`src/rtl/clk_divider_multi_if.sv`:
```
// Control/status bundle for clk_divider_multi: per-channel enables, the divisor
// write port, and the per-channel square-wave, tick and pending flags.
interface clk_divider_multi_if #(
  parameter int CHANNELS = 4,
  parameter int CNT_W    = 14,
  // One spare code above the last channel so out-of-range addresses can be expressed.
  parameter int CH_W     = ($clog2(CHANNELS + 1) > 1) ? $clog2(CHANNELS + 1) : 1
);
  logic [CHANNELS-1:0] en_in;
  logic                wr_en_in;
  logic [CH_W-1:0]     wr_chan_in;
  logic [CNT_W-1:0]    wr_div_in;
  logic [CHANNELS-1:0] clk_out;
  logic [CHANNELS-1:0] tick_out;
  logic [CHANNELS-1:0] pend_out;

  modport master (
    output en_in, wr_en_in, wr_chan_in, wr_div_in,
    input  clk_out, tick_out, pend_out
  );

  modport slave (
    input  en_in, wr_en_in, wr_chan_in, wr_div_in,
    output clk_out, tick_out, pend_out
  );
endinterface

```
`src/rtl/clk_divider_multi.sv`:
```
// Multi-channel programmable square-wave / tick generator.
// Each channel counts 0..active, toggling its output at every wrap, so a half
// period is active+1 cycles. New divisors land in a shadow register and only
// become active at a wrap (or while the channel is disabled), so a half period
// in progress always completes with the divisor it started with.
module clk_divider_multi #(
  parameter int          CHANNELS    = 4,
  parameter int          CNT_W       = 14,
  parameter int unsigned DEFAULT_DIV = 8332
) (
  input  logic                 clk_in,
  input  logic                 reset_in,
  clk_divider_multi_if.slave   bus
);
  // Wide enough to encode CHANNELS itself, so writes past the last channel can be rejected.
  localparam int CH_W = ($clog2(CHANNELS + 1) > 1) ? $clog2(CHANNELS + 1) : 1;
  localparam logic [CNT_W-1:0] LP_DEF_DIV = CNT_W'(DEFAULT_DIV);

  logic [CNT_W-1:0]    r_cnt    [CHANNELS];
  logic [CNT_W-1:0]    r_shadow [CHANNELS];
  logic [CNT_W-1:0]    r_active [CHANNELS];
  logic [CHANNELS-1:0] r_clk;
  logic [CHANNELS-1:0] r_tick;
  logic [CHANNELS-1:0] r_pend;

  logic [CHANNELS-1:0] w_hit;
  logic [CHANNELS-1:0] w_wrap;
  logic [CNT_W-1:0]    w_next_active [CHANNELS];

  // Write address decode, wrap detect, and the divisor to load at the next reload point.
  always_comb begin
    for (int i = 0; i < CHANNELS; i++) begin
      w_hit[i]         = bus.wr_en_in && (bus.wr_chan_in == CH_W'(i));
      w_wrap[i]        = (r_cnt[i] == r_active[i]);
      // A write landing in the reload cycle goes straight to active.
      w_next_active[i] = w_hit[i] ? bus.wr_div_in : r_shadow[i];
    end
  end

  // Per-channel counter, output toggle, tick and shadow/active divisor handling.
  always_ff @(posedge clk_in) begin
    for (int i = 0; i < CHANNELS; i++) begin
      if (reset_in) begin
        r_cnt[i]    <= '0;
        r_shadow[i] <= LP_DEF_DIV;
        r_active[i] <= LP_DEF_DIV;
        r_clk[i]    <= 1'b0;
        r_tick[i]   <= 1'b0;
        r_pend[i]   <= 1'b0;
      end else begin
        if (w_hit[i]) begin
          r_shadow[i] <= bus.wr_div_in;
        end
        if (!bus.en_in[i]) begin
          r_cnt[i]    <= '0;
          r_clk[i]    <= 1'b0;
          r_tick[i]   <= 1'b0;
          r_active[i] <= w_next_active[i];
          r_pend[i]   <= 1'b0;
        end else if (w_wrap[i]) begin
          r_cnt[i]    <= '0;
          r_clk[i]    <= ~r_clk[i];
          // Tick only on the low-to-high transition.
          r_tick[i]   <= ~r_clk[i];
          r_active[i] <= w_next_active[i];
          r_pend[i]   <= 1'b0;
        end else begin
          r_cnt[i]  <= r_cnt[i] + CNT_W'(1);
          r_tick[i] <= 1'b0;
          if (w_hit[i]) begin
            r_pend[i] <= 1'b1;
          end
        end
      end
    end
  end

  assign bus.clk_out  = r_clk;
  assign bus.tick_out = r_tick;
  assign bus.pend_out = r_pend;
endmodule
```
`src/flat_wrapper.sv`:
```
// flat-port wrapper written by rule: the top's interface ports become plain ports
module clk_divider_multi_flat 
#(
  parameter int          CHANNELS    = 4,
  parameter int          CNT_W       = 14,
  parameter int unsigned DEFAULT_DIV = 8332
)
  (clk_in, reset_in, bus_en_in, bus_wr_en_in, bus_wr_chan_in, bus_wr_div_in, bus_clk_out, bus_tick_out, bus_pend_out);
  clk_divider_multi_if #(.CHANNELS(CHANNELS), .CNT_W(CNT_W)) bus_i ();
  input  logic clk_in;
  input  logic reset_in;
  input wire logic [$bits(bus_i.en_in)-1:0] bus_en_in;
  input wire logic [$bits(bus_i.wr_en_in)-1:0] bus_wr_en_in;
  input wire logic [$bits(bus_i.wr_chan_in)-1:0] bus_wr_chan_in;
  input wire logic [$bits(bus_i.wr_div_in)-1:0] bus_wr_div_in;
  output wire logic [$bits(bus_i.clk_out)-1:0] bus_clk_out;
  output wire logic [$bits(bus_i.tick_out)-1:0] bus_tick_out;
  output wire logic [$bits(bus_i.pend_out)-1:0] bus_pend_out;
  assign bus_i.en_in = bus_en_in;
  assign bus_i.wr_en_in = bus_wr_en_in;
  assign bus_i.wr_chan_in = bus_wr_chan_in;
  assign bus_i.wr_div_in = bus_wr_div_in;
  assign bus_clk_out = bus_i.clk_out;
  assign bus_tick_out = bus_i.tick_out;
  assign bus_pend_out = bus_i.pend_out;
  clk_divider_multi #(.CHANNELS(CHANNELS), .CNT_W(CNT_W), .DEFAULT_DIV(DEFAULT_DIV)) u_core (.clk_in(clk_in), .reset_in(reset_in), .bus(bus_i));
endmodule
```
`config.mk`:
```
export PLATFORM = sky130hd
export DESIGN_NAME = clk_divider_multi_flat
export DESIGN_NICKNAME = d
export VERILOG_FILES = /design/src/rtl/clk_divider_multi_if.sv /design/src/rtl/clk_divider_multi.sv /design/src/flat_wrapper.sv
export SDC_FILE = /design/constraint.sdc
export NUM_CORES = 1
export LEC_CHECK = 0
export CAP_MARGIN = 20
export CORE_ASPECT_RATIO = 0.5
export CORE_MARGIN = 1
export CORE_UTILIZATION = 61
export CTS_CLUSTER_SIZE = 28
export DETAILED_ROUTE_END_ITERATION = 10
export PLACE_DENSITY = 0.8
export SLEW_MARGIN = 20
export SYNTH_ARGS = -nofsm -noshare
export SYNTH_HDL_FRONTEND = slang
export SYNTH_SLANG_ARGS = --single-unit
```
`constraint.sdc`:
```
create_clock -name clk_in -period 2.8 [get_ports clk_in]
set_input_delay 0.42 -clock clk_in [delete_from_list [all_inputs] [get_ports clk_in]]
set_output_delay 0.42 -clock clk_in [all_outputs]
set_load 0.02 [all_outputs]
```
# Word-level counts from Yosys, hierarchy flattened

Memories as Yosys holds them, arrays and structs flattened.
Cells that the tools add are included.

Input bits: 24
Logic and storage cells: 165
Bits in writable memories: 168
Output and inout port bits: 12
Flip-flop bits (word level): 12
Memories: 3

Bitwise operators: 36
Add/subtract/negate cells: 4
Reductions and logical operators: 17
Equality and inequality tests: 7
Mux-type cells: 86

Memory list:

| name            | depth | bits a word | read ports | clocked after memory_dff | write ports | line                    | source |
|---|---|---|---|---|---|---|---|
| u_core.r_active | 4     | 14          | 4          | 0                        | 4           | clk_divider_multi.sv:21 | `logic [CNT_W-1:0] r_active [CHANNELS];` |
| u_core.r_cnt    | 4     | 14          | 4          | 0                        | 4           | clk_divider_multi.sv:19 | `logic [CNT_W-1:0] r_cnt [CHANNELS];` |
| u_core.r_shadow | 4     | 14          | 4          | 0                        | 4           | clk_divider_multi.sv:20 | `logic [CNT_W-1:0] r_shadow [CHANNELS];` |

Operator list:

| operator                                                         | number |
|---|---|
| 14-bit two-way mux                                               | 28 |
| 1-bit two-way mux                                                | 58 |
| 14-bit by 1-bit adder with 14-bit output (second input constant) | 4 |
| 14-bit == test                                                   | 4 |
| 1-bit bitwise OR                                                 | 24 |
| 3-bit OR reduction                                               | 8 |
| 1-bit inverter                                                   | 12 |
| 2-bit OR reduction                                               | 4 |
| 3-bit by 2-bit == test with 1-bit output (second input constant) | 2 |
| 1-bit logical AND                                                | 4 |
| 3-bit by 1-bit == test with 1-bit output (second input constant) | 1 |
| 3-bit zero test                                                  | 1 |

# Depth between registers and ports, before layout

Depth after elaboration: 7
Depth in mapped cells: 7
Mapped depth without buffers: 5

# Worst setup path after synthesis

OpenSTA, ideal clock, no wires.

Path kind: register to register
Start: memory u_core.r_cnt[2][6] (netlist: u_core.r_cnt[1][6])
End: memory u_core.r_cnt[2][10] (netlist: u_core.r_cnt[1][10]), data pin
Arrival time: 1.713 ns
Data required time: 2.532 ns
Setup slack: 0.819 ns
Clock period less this slack: 1.981 ns
Path buffers: 1
Cell stages (with the launch flop): 6
Library setup time: 0.268 ns
Path through: edfxtp_1 xnor2_1 nand4_1 o41ai_4 buf_2 nor2_1

RTL lines:

| what            | line |
|---|---|
| start, declared | clk_divider_multi.sv:19 |

==> qor.csv <==
metric,value,unit
max_cap_viol_count,0,
numPortBuffers,35,
area_growth,16.5,%
path_cells,xor2_1 > nor4_1 > nand4_1 > buf_4 > nand2b_1,
postRouteWirelength,18.6,mm
status,completed,
drc,0,
path_buf_inv,1,
multi_input_area,3480,um2
place_hpwl,12.5,mm
viasPerCell,5.74,
overflow,0,
start_kind,flop,
worst_slew_pin_slew,0.762,ns
synth_edf_count,168,
worst_setup_path_end_kind,flop,
r2r_setup_slack,0.42,ns
power.switching,1460,uW
intPower,4730,uW
rsz0062_at_grt,false,
drtPass1Iterations,5,
ios,36,
setup_violations,0,
nFillCells,906,
slew_violations,0,
swShare,0.235,
slew_headroom,0.490,
dieArea,14900,um2
hold_class,reg -> reg,
final_util,0.741,
yosysTopAreaCell,edfxtp_1,
crit_type,reg -> reg,
dieWidth,172,um
antenna_cells,0,
seq_area,5290,um2
cts_root_buf,clkbuf_16,
final_common_cell,edfxtp_1,
crit_slowest_cell,edfxtp_1,
ys_seq_area_frac,0.603,
tritoncts,yes,
layout-drive-gt1-share,0.0960,
drtAntennaViolNets,0,
p_leak,0.00362,uW
path_depth,5,
ys_ff_latch,180,
synth_cells,711,
cp_data_arrival_time,2.44,ns
pwr-share-seq,0.523,
coreArea,13800,um2
post-cts-setup-buffers,0,
wl_per_cell,18.3,um
cts_buffers,17,
min_period_over_period,0.850,
ys.flop_type,edfxtp_1,
htree_levels,4,
r2r_cells,5,
cts_resized,0,
final_cells,1015,
dr.first_iter.drc_count,663,
grt_antenna_before_repair,0,
yosys_warnings,0,
max_stage_delay,0.50,ns
hold_viol_final,0,
required,2.86,ns
grt_usage,0.267,
final_cell_mix,"edfxtp_1 (168), xor2_1 (69), conb_1 (56), a21oi_1 (44), nor3_1 (42)",
fmax,420,MHz
synthTopCellsByArea,"edfxtp_1 (58%), xor2_1 (6.9%), dfxtp_1 (2.7%), xnor2_1 (2.7%), a21oi_1 (2.6%)",
p_clk_frac,0.402,
combPwrFrac,0.074,
initial_core_util,0.636,
syn_avg_cell_area,12.3,um2
total_power,6180,uW
grt_max_degree,20,
cp_max_fo,14,
die_h,86.8,um
async_flop_share,0,
place_inst,983,
final_nets,838,
synth_area,8770,um2
peakVddDrop,402,uV
grt_pass1_wl,29.7,mm
vias,5828,
whs_path_depth,2,
period_minus_slack,2.38,ns
clock_latency,0.43,ns
gp_congestion,0.820,
cts_sinks,180,
grt_pass1_vias,5616,
synth.distinct_cells,49,
synth_top_area_share,0.576,
cp_top_family,simple AND/OR/NAND/NOR gates,
num_rows,30,
clock_path_buffers,2,
p_per_area,605,nW/um2
fin_area,10200,um2
clk_pin_slew,0.07,ns
clock_skew,0.00971,ns
dpl_cell_area,9600,um2
cts_hold_buf,0,
[worst paths after layout]
check,end,startpoint
setup / recovery,u_core.r_active[1][25],u_core.r_cnt[1][17]
setup reg to reg,u_core.r_active[1][25],u_core.r_cnt[1][17]
hold reg to reg,u_core.bus.clk_out[2],u_core.bus.clk_out[2]
hold / removal,u_core.bus.clk_out[2],u_core.bus.clk_out[2]
[tightest hold or removal path, stage by stage, from the launching register on]
cell and delay [ns]:
dfxtp_1 0.32, nand2_1 0.06, mux2i_1 0.06
[registers in the layout (all words and copies together) (netlist names)]
signal               cells
u_core.bus.clk_out       4
u_core.bus.pend_out      4
u_core.bus.tick_out      4
u_core.r_active         56
u_core.r_cnt            56
u_core.r_shadow         56
[Yosys cell counts, drive strengths merged, types with 15 or more instances]
master / instances
nand2: 15
nor2: 25
a22oi: 20
a21oi: 45
and3: 17
xnor2: 28
nand2b: 23
clkbuf: 21
o21ai: 17
buf: 18
nor3: 52
edfxtp: 168
and2: 34
nand4: 17
nand3: 24
xor2: 69
[routing by layer]
layer,up-vias,wire length (um),share of wire,global-route usage
met5,-,0,0,0
met4,0,130,0.0070,0.0544
met1,2801,8370,0.45,0.380
met2,213,8750,0.47,0.426
li1,2797,-,-,-
met3,17,1320,0.071,0.0575
[cell type report]
cell class / count / share of cell area
Inverter: 8 / 0.00294
Tap cell: 192 / 0.0235
Timing Repair Buffer: 64 / 0.0556
Multi-Input combinational cell: 539 / 0.341
Sequential cell: 180 / 0.518
Clock buffer: 18 / 0.0420
Clock inverter: 14 / 0.0173
[power by group through the flow]
stage	Clock (uW)	Sequential, uW	Combinational (uW)
after floorplan	0	3250	303
final	2490	3240	458
after global placement	0	3280	429
after global routing	2600	3250	502
after CTS	2500	3230	453
after detailed placement	0	3290	445
[cells by family (layout without fill, tap and decap cells)]
kind of cell	after synthesis	in the layout	share of synthesized area
buffers and inverters	47	104	0.0237
DFF	180	180	0.603
AOI/OAI and AO/OA	104	104	0.0722
adders and majority gates	4	4	0.00571
xor gates and xnor gates	97	97	0.0978
other	1	56	0.000428
muxes	18	18	0.0211
and+or+nand+nor	260	260	0.176
[per-stage QoR]
step                hold WS [ns]  setup TNS [ns]  setup WS (ns)
finish                     0.497               0          0.421
global route               0.521               0          0.239
CTS                        0.500               0          0.226
detailed placement         0.481           -1.13         -0.164
global placement           0.466               0          0.120
floorplan                  0.520               0          0.819
(Power assumes the default switching activity.)
==> RTL change (same settings) <==
`DEFAULT_DIV` is set to 8332 in 2 places; all go to 6249.
--- a/src/rtl/clk_divider_multi.sv
+++ b/src/rtl/clk_divider_multi.sv
@@ -8,3 +8,3 @@
   parameter int          CNT_W       = 14,
-  parameter int unsigned DEFAULT_DIV = 8332
+  parameter int unsigned DEFAULT_DIV = 6249
 ) (
--- a/src/flat_wrapper.sv
+++ b/src/flat_wrapper.sv
@@ -5,3 +5,3 @@
   parameter int          CNT_W       = 14,
-  parameter int unsigned DEFAULT_DIV = 8332
+  parameter int unsigned DEFAULT_DIV = 6249
 )
Function: no difference found for any inputs over 4 cycles, from zero or initial values; that may be too few to reach the edited logic, so the function may still have changed.
==> RTL change against the unedited design <==
Setup slack worse by 100 ps. Total power is 3.0% lower. Via count increased by 2.6%. Largest cell class unchanged. Sequential cell count is the same. Wire length is 1.5% lower. Final area shrank 0.75%. First-iteration DRC count shrank 12%. Cell count grew 0.39%. Highest routed layer unchanged. Synthesized area shrank 1.1%. Worst hold slack got worse by 10 ps.
==> RTL change: results (changes against the unedited design) <==
Logic synthesis
  • Seq/Total Area, Yosys: 60.96% (was 60.29%)
  • Synth unique cells: 42 (was 49)
  • Synth top area cells: edfxtp_1 (58%), xor2_1 (7.0%), nor3_1 (2.9%) (was edfxtp_1 (58%), xor2_1 (6.9%), dfxtp_1 (2.7%))
  • Commonest cells post-synth: edfxtp_1 (168), xor2_1 (69), nor3_1 (50) (was edfxtp_1 (168), xor2_1 (69), a21oi_1 (45))
  • Post-synth EDFFs: 168 (unchanged)

Placed design
  • Area after DPL: 9565 um2 (was 9603 um2)
  • Final HPWL DP: 12.19 mm (was 12.54 mm)
  • GPL Wtd Cong: 0.8545 (was 0.8196)
  • Count of input and output buffers: 35 (unchanged)

Pwr
  • Peak VDD IR: 0.0004130 V (was 0.0004016 V)
  • Leakage: 3.540 nW (was 3.623 nW)

Drt
  • First DRT Iteration DRCs: 583 (was 663)
  • Vias: 5,978 (was 5,828)
  • DR WL/cell: 17.95 um (was 18.30 um)
  • DRT Pass-1 Iters: 7 (was 5)

Global route
  • Global-route wire length before repair: 29.33 mm (was 29.66 mm)
  • Vias in the first global route: 5,636 (was 5,616)
  • Total track usage: 26.12% (was 26.70%)
  • Largest net degree at the start of global routing: 21 (was 20)
  • Initial antenna violation count: 0 (unchanged)

Finish
  • Layout cells sized above 1: 9.915% (was 9.599%)
  • Nets: 842 (was 838)

Timing
  • Hold Slack: 486.9 ps (was 496.9 ps)
  • Worst-Margin Slew: 745.2 ps (was 761.5 ps)
  • Clock skew: 11.69 ps (was 9.715 ps)

Clock network
  • Clk_lat worst skew: 430 ps (about the same)
  • Longest Clk Path Bufs: 2 (unchanged)
  • CTS buffer count: 17 (unchanged)
  • H-tree depth: 4 (unchanged)

Run status
  • Outcome: completed (unchanged)

Setup path
  • Slowest cell on crit path: o41ai_4 (was edfxtp_1)
  • Critical Path Max Stage Delay: 800 ps (was 500 ps)
  • Top Family by Delay on Critical Path: compound AO/OA/AOI/OAI gates (was simple AND/OR/NAND/NOR gates)
  • Crit-path max FO: 16 (was 14)
  • Reg2reg setup slack: 320 ps (was 420 ps)
RTL change: cell types whose count changed in the layout (fill, tap and decap cells not counted), sizes merged, moves of 3 or more:
| cell | unedited run | this run |
|---|---|---|
| a21oi | 45 | 37 |
| o22ai | 12 | 18 |
| inv | 11 | 14 |
| nand2b | 23 | 31 |
| bufinv | 3 | 0 |
| a22oi | 20 | 16 |
| and2 | 34 | 28 |
| o21ai | 17 | 23 |
| buf | 29 | 33 |
RTL change: cell families (layout without fill, tap and decap cells):
group           after synthesis  count (layout)  share of synthesized area, %
xor+xnor                     97              97                         9.799
flops                       180             180                         60.96
mux                          18              18                         2.165
other cells                   1              56                       0.04325
compound gates              104             104                         7.144
buf+inv                      45             108                         2.194
fa+ha+maj                     4               4                        0.5773
simple gates                260             260                         17.12
RTL change: layout make-up:
| class | instances | area [um2] |
|---|---|---|
| clock buffer | 17 | 425.4 |
| clock inverter | 15 | 145.1 |
| fill | 914 | 3565 |
| inverter | 8 | 30.03 |
| multi-input combinational | 539 | 3412 |
| sequential | 180 | 5285 |
| tap | 192 | 240.2 |
| timing repair buffer | 68 | 598.1 |
RTL change: layer usage:
metal / GRT usage [%] / routed length (um) / vias up
li1: - / - / 2807
met1: 37.99 / 8314 / 2894
met2: 41.11 / 8414 / 256
met3: 3.927 / 1326 / 21
met4: 7.862 / 230 / 0
met5: 0 / 0 / -
RTL change: worst paths after layout:
path | start | endpoint | cells past startpoint
worst min-delay path | u_core.bus.clk_out[2]$_SDFFE_PP0N_ | u_core.bus.clk_out[2]$_SDFFE_PP0N_ | 2
worst min register to register | u_core.bus.clk_out[2]$_SDFFE_PP0N_ | u_core.bus.clk_out[2]$_SDFFE_PP0N_ | 2
worst max-delay path | u_core.r_cnt[1][6]$_SDFFCE_PN0P_ | u_core.r_active[1][3]$_SDFFCE_PN1P_ | 4
worst max register to register | u_core.r_cnt[1][6]$_SDFFCE_PN0P_ | u_core.r_active[1][3]$_SDFFCE_PN1P_ | 4
RTL change: report_power, final:
group	total, W	switching, W	internal (W)
sequential	0.00323	0.000118	0.00311
clock	0.00232	0.00114	0.00118
combinational	0.000446	0.000255	0.000191
total	0.00599	0.00151	0.00448
RTL change: per-stage QoR:
| step | util (%) | setup WS [ps] | std cells |
|---|---|---|---|
| after floorplan | - | 766.9 | 764 |
| after detailed placement | 69.82 | 207.8 | 987 |
| after CTS | 73.98 | 320.1 | 1019 |
| after global routing | 73.98 | 170.6 | 1019 |
| final | 73.98 | 319.8 | 1019 |
| after global placement | 69.82 | 339.3 | 987 |
RTL change: worst register-to-register path, delay by kind of cell (launching register included):
| kind | cells | cell delay [ps] |
|---|---|---|
| compound gates | 1 | 800 |
| simple gates | 1 | 250 |
| buf+inv | 1 | 360 |
| xor+xnor | 1 | 260 |
| flops | 1 | 510 |
